===== src/rtl/uart_rx_ctrl.sv =====
// Receive-side controller: arbitrates host reads and DMA against the RX FIFO and raises RX interrupts.
// Optional character timeout is compiled in with `define UART_RX_TIMEOUT_EN.
module uart_rx_ctrl #(
   parameter int FIFO_COUNTER_W = 5,
   parameter int FIFO_DEPTH     = 16,
   parameter int TOUT_CYCLES    = 640
) (
   input  logic                      clk,
   input  logic                      rst,
   input  logic [FIFO_COUNTER_W-1:0] rf_count,
   input  logic [10:0]               rf_data,
   input  logic                      rx_push,
   output logic                      rf_pop,
   input  logic [1:0]                trig_lvl,
   input  logic                      host_rd,
   output logic [7:0]                host_rdata,
   output logic                      host_rvalid,
   input  logic                      dma_req,
   output logic                      dma_ack,
   output logic [7:0]                dma_data,
   input  logic                      lsr_clr,
   output logic                      int_rda,
   output logic                      int_tout,
   output logic                      lsr_err
);

   typedef enum logic [1:0] {IDLE, POP, CAP, EMPTY} state_t;

   state_t     state_reg;
   logic       host_pend_reg;
   logic       grant_host_reg;
   logic       rf_pop_reg;
   logic       host_rvalid_reg;
   logic       dma_ack_reg;
   logic       lsr_err_reg;
   logic       int_rda_reg;
   logic [7:0] host_rdata_reg;
   logic [7:0] dma_data_reg;

   logic host_want;
   logic fifo_nonempty;
   int   rda_thr;

   if (TOUT_CYCLES < 1 || FIFO_DEPTH < 1) begin : g_param_check
      $error("uart_rx_ctrl: TOUT_CYCLES and FIFO_DEPTH must be positive");
   end

   assign host_want     = host_pend_reg | host_rd;
   assign fifo_nonempty = (rf_count != '0);

   // Trigger level never exceeds what the FIFO can actually hold.
   always_comb begin
      rda_thr = 1;
      case (trig_lvl)
         2'b00:   rda_thr = 1;
         2'b01:   rda_thr = 4;
         2'b10:   rda_thr = 8;
         default: rda_thr = 14;
      endcase
      if (rda_thr > FIFO_DEPTH)
         rda_thr = FIFO_DEPTH;
   end

   always_ff @(posedge clk or posedge rst) begin
      if (rst) begin
         state_reg       <= IDLE;
         host_pend_reg   <= 1'b0;
         grant_host_reg  <= 1'b0;
         rf_pop_reg      <= 1'b0;
         host_rvalid_reg <= 1'b0;
         dma_ack_reg     <= 1'b0;
         lsr_err_reg     <= 1'b0;
         int_rda_reg     <= 1'b0;
         host_rdata_reg  <= 8'h00;
         dma_data_reg    <= 8'h00;
      end else begin
         rf_pop_reg      <= 1'b0;
         host_rvalid_reg <= 1'b0;
         dma_ack_reg     <= 1'b0;
         int_rda_reg     <= (int'(rf_count) >= rda_thr);
         if (host_rd)
            host_pend_reg <= 1'b1;
         if (lsr_clr)
            lsr_err_reg <= 1'b0;

         case (state_reg)
            IDLE: begin
               if (host_want && fifo_nonempty) begin
                  state_reg      <= POP;
                  rf_pop_reg     <= 1'b1;
                  grant_host_reg <= 1'b1;
               end else if (host_want) begin
                  state_reg       <= EMPTY;
                  host_rvalid_reg <= 1'b1;
                  host_rdata_reg  <= 8'h00;
                  host_pend_reg   <= 1'b0;
               end else if (dma_req && fifo_nonempty) begin
                  state_reg      <= POP;
                  rf_pop_reg     <= 1'b1;
                  grant_host_reg <= 1'b0;
               end
            end
            POP: begin
               state_reg <= CAP;
               if (grant_host_reg) begin
                  host_rvalid_reg <= 1'b1;
                  host_pend_reg   <= 1'b0;
               end else begin
                  dma_ack_reg <= 1'b1;
               end
            end
            CAP: begin
               // FIFO head is only valid now, so the hold registers latch it as CAP ends.
               state_reg <= IDLE;
               if (grant_host_reg)
                  host_rdata_reg <= rf_data[10:3];
               else
                  dma_data_reg <= rf_data[10:3];
               if (rf_data[2:0] != 3'b000)
                  lsr_err_reg <= 1'b1;
            end
            default: state_reg <= IDLE;
         endcase
      end
   end

   assign rf_pop      = rf_pop_reg;
   assign host_rvalid = host_rvalid_reg;
   assign dma_ack     = dma_ack_reg;
   assign lsr_err     = lsr_err_reg;
   assign int_rda     = int_rda_reg;
   assign host_rdata  = (state_reg == CAP &&  grant_host_reg) ? rf_data[10:3] : host_rdata_reg;
   assign dma_data    = (state_reg == CAP && !grant_host_reg) ? rf_data[10:3] : dma_data_reg;

`ifdef UART_RX_TIMEOUT_EN
   localparam int TOUT_W = $clog2(TOUT_CYCLES + 1);
   localparam logic [TOUT_W-1:0] TOUT_MAX = TOUT_CYCLES[TOUT_W-1:0];

   logic [TOUT_W-1:0] tout_cnt_reg;

   always_ff @(posedge clk or posedge rst) begin
      if (rst)
         tout_cnt_reg <= '0;
      else if (rx_push || rf_pop_reg)
         tout_cnt_reg <= '0;
      else if (fifo_nonempty && tout_cnt_reg != TOUT_MAX)
         tout_cnt_reg <= tout_cnt_reg + 1'b1;
   end

   assign int_tout = (tout_cnt_reg == TOUT_MAX);
`else
   assign int_tout = 1'b0;
`endif

endmodule


===== config.mk =====
export PLATFORM = sky130hd
export DESIGN_NAME = uart_rx_ctrl
export DESIGN_NICKNAME = d
export VERILOG_FILES = /design/src/rtl/uart_rx_ctrl.sv
export SDC_FILE = /design/constraint.sdc
export NUM_CORES = 1
export LEC_CHECK = 0
export BUFFER_PORTS_ARGS = -buffer_cell sky130_fd_sc_hd__buf_4
export CAP_MARGIN = 15
export CORE_MARGIN = 2
export CORE_UTILIZATION = 30
export CTS_BUF_LIST = sky130_fd_sc_hd__clkbuf_2
export CTS_CLUSTER_DIAMETER = 80
export DETAILED_ROUTE_END_ITERATION = 10
export GPL_TIMING_DRIVEN = 0
export PLACE_DENSITY = 0.62
export SYNTH_ARGS = -nofsm -noshare
export SYNTH_HDL_FRONTEND = slang
export SYNTH_SLANG_ARGS = --single-unit

===== constraint.sdc =====
create_clock -name clk -period 3.9 [get_ports clk]
set_clock_uncertainty 0.05 [all_clocks]
set_input_delay 0 -clock clk [delete_from_list [all_inputs] [get_ports clk]]
set_output_delay 0 -clock clk [all_outputs]
set_load 0.005 [all_outputs]

Yosys cells after proc, flatten, opt, wreduce, memory -nomap -nowiden
Index checks and enable logic that the tools add are counted.
{ "totals": {"output_inout_bits": 22, "inputBits": 24, "reg_bits": 25, "word_cells": 70} }
{ "op_classes": {"magnitude_cmp": 2, "eq_ne": 9, "muxes": 33, "n_bitwise": 2, "reduce_logical": 14} }
{ "op_table": {"columns": ["cell", "n"], "rows": [
  ["$mux W8", 5],
  ["$ge A6 B32 Y1", 1],
  ["$gt A32 B6 Y1 const B", 1],
  ["$mux W32", 1],
  ["$mux W1", 19],
  ["$pmux W8 S2", 1],
  ["$pmux W4 S3", 1],
  ["$mux W2", 3],
  ["$ne A2 B2 Y1 const B", 3],
  ["$reduce_bool A5 Y1", 1],
  ["$eq A2 B1 Y1 const B", 2],
  ["$eq A2 B2 Y1 const B", 2],
  ["$logic_and A1 B1 Y1", 4],
  ["$logic_not A2 Y1", 2],
  ["$ne A4 B4 Y1 const B", 1],
  ["$pmux W1 S2", 2],
  ["$pmux W2 S2", 1],
  ["$reduce_and A4 Y1", 1],
  ["$reduce_bool A2 Y1", 2],
  ["$reduce_and A3 Y1", 1],
  ["$reduce_bool A3 Y1", 1],
  ["$ne A2 B1 Y1 const B", 1],
  ["$reduce_and A2 Y1", 1],
  ["$logic_not A1 Y1", 1],
  ["2 further kinds", 2]
]} }

Depth between registers and ports, before layout
Gate-level depths: netlist (run 1).
{ "logic_depth": {"word_depth": 6, "depth_mapped": 5, "depth_no_buf": 5} }

Worst setup path after synthesis (run 1)
Ideal clock, no wire load.
{ "synth_timing": {"path_type": "reg-to-reg", "startpoint": "register state_reg[0]", "endpoint": "register dma_data_reg[6]", "t_required_ns": 3.711, "path_buffers": 0, "arrival_ns": 1.114, "slack_ns": 2.597, "stages_incl_launch_ff": 4, "period_less_slack_ns": 1.303, "cell_sequence": "dfrtp_1 > nand2b_1 > nor2_4 > mux2_1"} }
{ "synth_between": {"elab_chain_len": 2} }
{ "synth_rtl": {"columns": ["element", "line", "source"], "rows": [
  ["start, declared", "29", "state_t state_reg;"],
  ["start signal, assigned", "66", "state_reg <= IDLE;"],
  ["start signal, assigned", "89", "state_reg <= POP;"],
  ["start signal, assigned", "93", "state_reg <= EMPTY;"],
  ["$eq A2 B2 Y1", "86", "case (state_reg)"],
  ["$reduce_and A2 Y1 (no source line)", null, null],
  ["end signal, assigned", "118", "dma_data_reg <= rf_data[10:3];"],
  ["end, declared", "38", "logic [7:0] dma_data_reg;"]
]} }
Every way passes these cells.
A chain may end at the register's enable or synchronous reset.

Worst setup path in the final report (run 1)
{ "layout_timing": {"startpoint": "register state_reg[0]", "endpoint": "output dma_data[0]"} }
{ "layout_between": {"elab_chain_len": 3} }
{ "layout_rtl": {"columns": ["element", "line", "source"], "rows": [
  ["$eq A2 B2 Y1", "133", "assign dma_data = (state_reg == CAP && !grant_host_reg) ? rf_data[10:3] : dma_data_reg;"],
  ["$logic_and A1 B1 Y1", "133", null],
  ["$mux W8", "133", null],
  ["end, declared", "20", "output logic [7:0] dma_data,"]
]} }
Every way passes these cells.

==> results of run 1 <==
[final timing paths]
kind / end / slack [ps] / cells past startpoint
max in group asynchronous: lsr_err / 2880 / 3
max reg2reg: rf_pop / 2200 / 3
min reg2reg: dma_data_reg[6] / 470 / 1
max: dma_data[0] / 2010 / 4
min: int_rda / 120 / 5
min in group asynchronous: host_rdata_reg[1] / 340 / 3
[worst min-delay path: cells and delay by family]
| kind | cells | cell delay (ps) |
|---|---|---|
| buf+inv | 2 | 170 |
| compound gates | 1 | 150 |
| fa+ha+maj | 1 | 120 |
| simple gates | 1 | 50 |
[metrics by stage]
| step | total power, W | setup WS, ps |
|---|---|---|
| after floorplan | 0.000817 | 2600 |
| after detailed placement | 0.00111 | 2430 |
| after global placement | 0.00108 | 2460 |
| final | 0.00123 | 2010 |
| after global routing | 0.00133 | 1920 |
| after CTS | 0.00124 | 2000 |
[routing by layer]
layer,vias up,track usage (%),routed length (µm)
met2,44,25.6,1650
met4,0,5.98,74
met3,7,2.74,201
li1,570,-,-
met5,-,0,0
met1,550,16.5,1330
[final cells by class]
class / count / area share, %
repair buffers: 65 / 27.9
multi-input cells: 81 / 31.1
well taps: 52 / 3.35
clock buffers: 4 / 1.03
plain buffers: 6 / 2.25
flip-flops and latches: 25 / 32.2
inverters: 11 / 2.12
[kinds of logic (layout without fill, tap and decap cells)]
kind of cell / count (synthesis) / count (layout) / synth area share (%)
adder cells (fa/ha/maj): 4 / 4 / 3.81
buffers and inverters: 17 / 86 / 6.47
AND/OR/NAND/NOR: 36 / 36 / 14.4
multiplexers: 9 / 9 / 7.99
other: 1 / 1 / 0.285
flip-flops: 25 / 25 / 47.6
AO/OA/AOI/OAI: 31 / 31 / 19.5
[where the power goes]
group          switching, W  internal (W)
Sequential        0.0000601      0.000378
Clock             0.0000797     0.0000271
Combinational      0.000301      0.000386
[layout by cell type (no fill, tap or decap), drive strengths merged, types with 5 or more instances in the layout]
cell / instances
dfrtp: 25
dlygate4sd3: 22
inv: 11
mux2: 9
o311ai: 6
o21ai: 12
clkbuf: 5
buf: 48
nand2: 19
nor2: 5
==> metrics, run 1 <==
run status=completed; routed wirelength normalized by instance count=approximately 13 µm; maximum level of the CTS H-tree=1; Global Route Usage Sum=between 10% and 20%; Slew HR=around a third; Final Wtd Congestion=a little under 0.8; Max Clock Freq=529 MHz; sort of element at the start of the critical path=flop; Filler cells=427; startpoint of the lowest-slack hold path=trig_lvl[0]; largest net degree at the start of global routing=26; post-route DRC violation count=0; hold_buf cts=22; launch instance of the worst register-to-register path=state_reg[1]; cell area after synthesis=1320 µm²; count of placed standard cells in the final layout, fillers left out=~240; slowest library cell on the worst path=sky130_fd_sc_hd__dfrtp_1; share of the cycle needed by the critical path after routing=around half; first-pass detailed-route iteration total=4; total number of vias=1171; fraction of layout instances using a drive strength above 1=37.0%; Core Box Area=roughly 4300 µm²; actual slew at the worst max-slew pin=980 ps; top_reg_cell synth=sky130_fd_sc_hd__dfrtp_1; wire length of the first global-routing pass=roughly 5600 µm; I/O Pins=46; area of the multi-input gates=604 µm²; cts repair resizes=0; LEAKAGE=0.928 nW; clock-pin slew on the worst setup and hold paths=about 230 ps; Max stage delay on crit path=460 ps; Die H=~70 µm; number of global-route vias before repair=1252; final wirelength=3260 µm; Synth top cells by count=25 x sky130_fd_sc_hd__dfrtp_1, 19 x sky130_fd_sc_hd__nand2_1, 12 x sky130_fd_sc_hd__o21ai_0; average via count per standard cell=approximately 4.8; setup repair after global routing missed its margin=false; DP HPWL=2350 µm; maximum vdd drop=0.000169 V; Clock Path Buffers=2; Tmin final=1890 ps; initial core utilization=a little under a third; library cell with the highest instance count after synthesis=sky130_fd_sc_hd__dfrtp_1; CTS Root Buffer Type=sky130_fd_sc_hd__clkbuf_2; crit-path leading delay family=simple AND/OR/NAND/NOR gates; endpoint required time on the critical path=slightly below 4000 ps; most area-hungry cell type in the Yosys netlist=sky130_fd_sc_hd__dfrtp_1; syn avg cell area=roughly 11 µm²; worst-path fanout max=8; cell area after layout=1940 µm²; TritonCTS clock tree=built; power density relative to cell area=roughly 630 nW/µm²; gr ovfl total=0; total number of placement rows=24; number of buffers created by CTS=3; count of inserted antenna diode cells=0; Die W=70.2 µm; post-detailed-route count of antenna-violating nets=0; buffers inserted by post-CTS timing repair=0; sequential cell area in the final layout=626 µm²; classification of the worst-slack hold path=input pin to flop; Net Count, Synth=151; final total negative setup slack=0 ps; Inst Count DP=218; area of the die=~4900 µm²; Max Cap Violations=0; count of mapped cells out of synthesis=about 120; Finished Core Util=about 45%; number of synthesized register bits=25; distinct cell type count of the synthesized netlist=38; max-slew violation count=0; buffer and inverter count on the worst path=1; Yosys warning total=0; Detailed Route Iter0 Violations=31; final net count=221; placed standard-cell area=1700 µm²; post-route worst hold slack=roughly 120 ps; antenna violations before repair=0; fraction of synthesis flops using an asynchronous set or reset pin=100%; Arrival @ worst endpoint=~1800 ps; crit path capture type=output port; source of the critical timing path=state_reg[0]; EDFF count, synth=0; CP Cell Sequence=nand2b_1 -> nor2_4 -> mux2_2 -> buf_4; total setup violations reported at the end of the flow=0; layout overhead on the synthesized area=47.8%; portion of synthesized cell area occupied by the leading cell type=a little under half; Area contributors post-synth=sky130_fd_sc_hd__dfrtp_1 48%, sky130_fd_sc_hd__o311ai_2 7.4%, sky130_fd_sc_hd__mux2_2 6.0%; insertion delay to the later sink of the worst-skew pair=350 ps; number of sinks handled by clock tree synthesis=25; Hold Vio Cnt, Final=0; Worst Path Class, Setup=flop to output port; sequential element share of the synthesized area=47.6%; port bufs=43
(Power assumes the default switching activity.)
==> run 2: changes to the inputs <==
Settings changed: PLACE_DENSITY 0.62 to 0.64.
Clock period 3.9 ns to 1.6 ns, I/O delays scaled along.
==> run 2 against run 1 <==
The flow now finishes with violations (setup timing). Combinational power grew to 3.1 times the previous value. First-iteration DRC count is 130% higher. Sequential power is 140% higher. Wire length is 0.64% lower. Setup slack worse by 2100 ps. Critical path type unchanged. Highest routed layer unchanged.
==> metrics, run 2 (synthesis results as in run 1) <==
run status=finished with violations; failing checks=setup timing; GRT Max-Usage Layer=met2; Worst Path Class, Setup=flop to output port; worst-path fanout max=5 (-3); Global Route Usage Sum=13.2% (-1.1 points); Hold Path Depth=5 (unchanged); maximum vdd drop=0.000547 V (+220%); startpoint of the lowest-slack hold path=trig_lvl[1]; endpoint required time on the critical path=1550 ps (-2300 ps); largest net degree at the start of global routing=26 (unchanged); Max stage delay on crit path=440 ps (-20 ps); met1 global-route usage=16.9% (+0.38 points); grt met3 use=3.90% (+1.2 points); final wirelength=3240 µm (-0.64%); launch instance of the worst register-to-register path=grant_host_reg; minimum setup slack among reg-to-reg paths=180 ps (-2020 ps); wire length of the first global-routing pass=5370 µm (-3.7%); insertion delay to the later sink of the worst-skew pair=350 ps (about the same); total setup violations reported at the end of the flow=15 (+15); Core Box Area=4290 µm² (unchanged); antenna violations before repair=0 (unchanged); area of the die=4930 µm² (unchanged); depth of the most critical reg-to-reg path=5 (+2); Switching Fraction=34.1% (-1.7 points); Reg2Reg Capture Point=host_rdata_reg[0]; met2 layer usage reported by global route=23.0% (-2.6 points); DP HPWL=2130 µm (-9.4%); share of the cycle needed by the critical path after routing=105%; initial core utilization=30.6% (unchanged); routed wirelength normalized by instance count=12.6 µm (-5.7%); max-slew violation count=0 (unchanged); leading cell type in the layout, fill and taps excluded=sky130_fd_sc_hd__buf_4; sort of element at the start of the critical path=flop; proportion of power drawn by combinational gates=61.9% (+6.1 points); Internal Dissipation=0.00228 W (+190%); number of sinks handled by clock tree synthesis=25 (unchanged); average via count per standard cell=4.71 (-1.9%); Hold Vio Cnt, Final=0 (unchanged); first-pass detailed-route iteration total=4 (unchanged); LEAKAGE=1.07 nW (+15%); CP Cell Sequence=buf_4 -> and3b_2 -> buf_6 -> nand2_2 -> o21ai_1 -> buf_4; setup repair after global routing missed its margin=true; maximum level of the CTS H-tree=1 (unchanged); I/O Pins=46 (unchanged); post-detailed-route count of antenna-violating nets=0 (unchanged); Tmin final=1680 ps; gr ovfl total=0 (unchanged); Detailed Route Iter0 Violations=72 (+130%); number of global-route vias before repair=1212 (-3.2%); setup ws final=-80.3 ps (-2090 ps); power density relative to cell area=1600 nW/µm² (+150%); count of placed standard cells in the final layout, fillers left out=257 (+5.3%); Die W=70.2 µm (unchanged); slowest library cell on the worst path=sky130_fd_sc_hd__dfrtp_1; net switching power=0.00118 W (+170%); Max Clock Freq=595 MHz; cell area after layout=2160 µm² (+11%); Worst path most repeated cell=sky130_fd_sc_hd__buf_4; actual slew at the worst max-slew pin=980 ps (+0.290 ps); TritonCTS clock tree=built; placed standard-cell area=1700 µm² (unchanged); number of buffers created by CTS=3 (unchanged); sequential power share=30.9% (-4.7 points); Die H=70.2 µm (unchanged); fraction of layout instances using a drive strength above 1=47.8% (+11 points); post-route DRC violation count=0 (unchanged); CTS Root Buffer Type=sky130_fd_sc_hd__clkbuf_2; hold-critical path endpoint=int_rda; total number of placement rows=24 (unchanged); most frequent cells in the layout=47 x sky130_fd_sc_hd__buf_4, 23 x sky130_fd_sc_hd__dfrtp_1, 19 x sky130_fd_sc_hd__dlygate4sd3_1; Finished Core Util=50.4% (+5.1 points); port bufs=43 (unchanged); clock-pin slew on the worst setup and hold paths=240 ps (about the same); Clock Path Buffers=2 (unchanged); layout overhead on the synthesized area=64.5%; classification of the worst-slack hold path=input pin to flop; final net count=234 (+5.9%); Inst Count DP=218 (unchanged); Max Cap Violations=0 (unchanged); Slew HR=34.6% (about the same); clock network fraction of design power=7.3% (-1.4 points); Final Wtd Congestion=0.726 (-7.1%); total number of vias=1210 (+3.3%); count of inserted antenna diode cells=0 (unchanged); Arrival @ worst endpoint=1630 ps (-210 ps); crit path capture type=output port
run 2: cell count changes in the layout (fill, tap and decap cells not counted), moves of 2 or more:
cell                             change
sky130_fd_sc_hd__buf_6              +12
sky130_fd_sc_hd__mux2_4              +8
sky130_fd_sc_hd__mux2_2              -7
sky130_fd_sc_hd__nand2_1             -5
sky130_fd_sc_hd__nand2_2             +5
sky130_fd_sc_hd__o21ai_0             -4
sky130_fd_sc_hd__o21ai_1             +4
sky130_fd_sc_hd__buf_4               +3
sky130_fd_sc_hd__dlygate4sd3_1       -3
sky130_fd_sc_hd__dfrtp_1             -2
sky130_fd_sc_hd__dfrtp_2             +2
sky130_fd_sc_hd__dlymetal6s4s_1      +2
run 2: what timing repair did:
item                       in CTS  in global routing
hold endpoints to repair       48                  1
setup endpoints to repair      15                 26
hold buffers                   21                  2
resized for setup              36                  5
setup buffers                  12                  1
pin swaps                       1                  3
cloned                          1                  0
run 2: stage by stage:
step                      setup TNS, ps  total power [W]  hold WS [ps]  worst slack, ps
after CTS                         -1420          0.00347          28.0             -113
after global placement                0          0.00265           138              161
after global routing              -2430          0.00372          47.8             -176
final                              -888          0.00346          25.1            -80.3
after floorplan                       0          0.00199         -22.7              297
after detailed placement              0          0.00269           143              128
run 2: critical path: cells and delay by family, from the launching register on:
| kind | cells | cell delay, ps |
|---|---|---|
| flops | 1 | 440 |
| buf+inv | 3 | 420 |
| simple gates | 2 | 340 |
| compound gates | 1 | 80 |
run 2: power groups by stage:
stage | Clock (W) | Combinational (W) | Sequential, W
final | 0.000251 | 0.00214 | 0.00107
after global routing | 0.000285 | 0.00233 | 0.00111
after CTS | 0.000274 | 0.00213 | 0.00107
after detailed placement | 0 | 0.00160 | 0.00109
after global placement | 0 | 0.00158 | 0.00107
after floorplan | 0 | 0.000934 | 0.00106
run 2: layout make-up:
| type | count | area, µm² |
|---|---|---|
| inverter | 11 | 41.3 |
| sequential | 25 | 628 |
| multi-input combinational | 81 | 674 |
| clock buffer | 3 | 15.0 |
| clock inverter | 1 | 5.00 |
| fill | 406 | 2130 |
| tap | 52 | 65.1 |
| timing repair buffer | 78 | 684 |
| buffer | 6 | 50.0 |
run 2: worst max-delay path by stage:
stage | depth (start not counted) | start | to | slack (ps)
floorplan | 3 | state_reg[0] | dma_data_reg[6] | 300
global placement | 4 | state_reg[0] | dma_data[5] | 160
detailed placement | 4 | state_reg[0] | dma_data[1] | 130
CTS | 5 | state_reg[0] | dma_data[5] | -110
global route | 5 | state_reg[0] | dma_data[5] | -180
finish | 6 | state_reg[0] | host_rdata[3] | -80
run 2: per-layer routing:
metal / wire length, µm / vias up / part of all wire [%]
li1: - / 597 / -
met2: 1610 / 40 / 50
met5: 0 / - / 0
met1: 1400 / 571 / 43
met4: 14 / 0 / 0.43
met3: 213 / 2 / 6.6
==> run 3: changes to the inputs <==
Settings changed: CORE_ASPECT_RATIO set to 2, CORE_UTILIZATION 30 to 46, PLACE_DENSITY 0.64 to 0.86.
==> run 3 against run 2 <==
The run still ends with setup timing left. Clock-buffer cell count stayed put. Core utilization increased by 27 points. Register-to-register slack got worse by 70 ps. Hold slack got worse by 16 ps. Critical endpoint is now dma_data[1]. Non-clock buffer count down 6. Cell area shrank 1.9%. Clock power about the same. Via count rose by 3.6%.
==> metrics, run 3 (synthesis results as in run 1) <==
average via count per standard cell=5.50 (+17%); Arrival @ worst endpoint=1640 ps (about the same); endpoint required time on the critical path=1550 ps (about the same); routed wirelength normalized by instance count=16.3 µm (+29%); power density relative to cell area=1680 nW/µm² (+4.9%); placed standard-cell area=1670 µm² (-1.7%); CTS Root Buffer Type=sky130_fd_sc_hd__clkbuf_2; most frequent cells in the layout=44 x sky130_fd_sc_hd__buf_4, 24 x sky130_fd_sc_hd__dfrtp_1, 18 x sky130_fd_sc_hd__dlygate4sd3_1; clock-pin slew on the worst setup and hold paths=220 ps (-20 ps); sort of element at the start of the critical path=flop; Tmin final=1690 ps (+14.1 ps); share of the cycle needed by the critical path after routing=106% (+0.88 points); Final Wtd Congestion=0.837 (+15%); Core Box Area=2740 µm² (-36%); number of buffers created by CTS=3 (unchanged); source of the critical timing path=state_reg[0]; layout overhead on the synthesized area=61.5%; met1 global-route usage=23.1% (+6.2 points); Max Cap Violations=0 (unchanged); maximum vdd drop=0.00111 V (+100%); total number of vias=1253 (+3.6%); insertion delay to the later sink of the worst-skew pair=350 ps (about the same); number of global-route vias before repair=1376 (+14%); gr ovfl total=0 (unchanged); Max Clock Freq=590 MHz (-0.83%); minimum setup slack among reg-to-reg paths=110 ps (-70 ps); leading cell type in the layout, fill and taps excluded=sky130_fd_sc_hd__buf_4; startpoint of the lowest-slack hold path=host_rd; first-pass detailed-route iteration total=4 (unchanged); largest net degree at the start of global routing=26 (unchanged); Worst Path Class, Setup=flop to output port; total design power=0.00356 W (+3.0%); depth of the most critical reg-to-reg path=4 (-1); initial core utilization=48.1% (+17 points); Die W=41.8 µm (-40%); maximum level of the CTS H-tree=1 (unchanged); launch instance of the worst register-to-register path=state_reg[0]; Global Route Usage Sum=23.6% (+10 points); met2 layer usage reported by global route=45.5% (+23 points); post-route DRC violation count=0 (unchanged); setup ws final=-94.4 ps (-14.1 ps); max-slew violation count=0 (unchanged); count of placed standard cells in the final layout, fillers left out=228 (-11%); Hold Vio Cnt, Final=0 (unchanged); worst-path fanout max=8 (+3); final wirelength=3710 µm (+15%); wire length of the first global-routing pass=5920 µm (+10%); cell area after layout=2120 µm² (-1.9%); area of the die=3330 µm² (-32%); total setup violations reported at the end of the flow=15 (unchanged); Detailed Route Iter0 Violations=31 (-57%); Reg2Reg Capture Point=lsr_err; placement-stage worst setup slack=169 ps (+41.4 ps); port bufs=43 (unchanged); Slew HR=38.2% (+3.6 points); GRT Max-Usage Layer=met2; LEAKAGE=1.07 nW (+0.28%); CP endpoint=dma_data[1]; failing checks=setup timing; DP HPWL=2440 µm (+14%); post-detailed-route count of antenna-violating nets=0 (unchanged); grt met3 use=2.26% (-1.6 points); Finished Core Util=77.6% (+27 points); Inst Count DP=195 (-11%); I/O Pins=46 (unchanged); run status=finished with violations; TritonCTS clock tree=built; final net count=228 (-2.6%); Clock Path Buffers=2 (unchanged); actual slew at the worst max-slew pin=926 ps (-53.7 ps); Filler cells=172 (-58%); crit path capture type=output port; Die H=79.6 µm (+13%); setup repair after global routing missed its margin=true; total number of placement rows=27 (+13%); antenna violations before repair=0 (unchanged); count of inserted antenna diode cells=0 (unchanged); classification of the worst-slack hold path=input pin to flop; number of sinks handled by clock tree synthesis=25 (unchanged); fraction of layout instances using a drive strength above 1=48.2% (+0.44 points)
[run 3: power by group]
group	switching [W]	leakage, nW	internal (W)
Combinational	0.000940	0.763	0.00129
Sequential	0.000157	0.293	0.000926
Clock	0.000193	0.0164	0.0000566
[run 3: cell type report]
class / count / area [µm²] / share of cell area, %
Tap cell: 29 / 36.3 / 1.71
Clock buffer: 3 / 15.0 / 0.707
Sequential cell: 25 / 627 / 29.5
Multi-Input combinational cell: 81 / 708 / 33.4
Timing Repair Buffer: 72 / 637 / 30.0
Clock inverter: 1 / 5.00 / 0.236
Buffer: 6 / 53.8 / 2.53
Inverter: 11 / 41.3 / 1.94
[run 3: metal layers]
layer / vias up / routed length, µm
li1: 578 / -
met1: 608 / 1290
met2: 50 / 2110
met3: 17 / 142
met4: 0 / 180
met5: - / 0
[run 3: repair_timing]
item / in CTS / in global routing
setup endpoints to repair: 15 / 19
resized for setup: 42 / 3
hold endpoints to repair: 48 / 0
gates cloned: 1 / 0
buffers inserted: 9 / 0
hold buffers: 19 / 0
pin swaps: 2 / 1
[run 3: per-stage QoR]
step / setup TNS (ps) / hold slack [ps]
2_1_floorplan: 0 / -22.7
3_3_place_gp: 0 / 141
3_5_place_dp: 0 / 153
4_1_cts: -1050 / 7.91
5_1_grt: -2260 / 45.5
6_report: -1190 / 8.99
[run 3: worst min-delay path by stage]
stage              endpoint  slack (ps)  depth (start not counted)
6_report       state_reg[0]           9                          5
3_3_place_gp        lsr_err         140                          2
3_5_place_dp        lsr_err         150                          2
5_1_grt        state_reg[0]          50                          5
2_1_floorplan       dma_ack         -20                          1
4_1_cts        state_reg[0]           8                          5
[run 3: critical path, stage by stage, from the launching register on]
cell and delay, ps:
sky130_fd_sc_hd__dfrtp_1 440, sky130_fd_sc_hd__nand2b_4 150, sky130_fd_sc_hd__nor2_4 110, sky130_fd_sc_hd__buf_12 150, sky130_fd_sc_hd__mux2_4 320, sky130_fd_sc_hd__buf_6 120
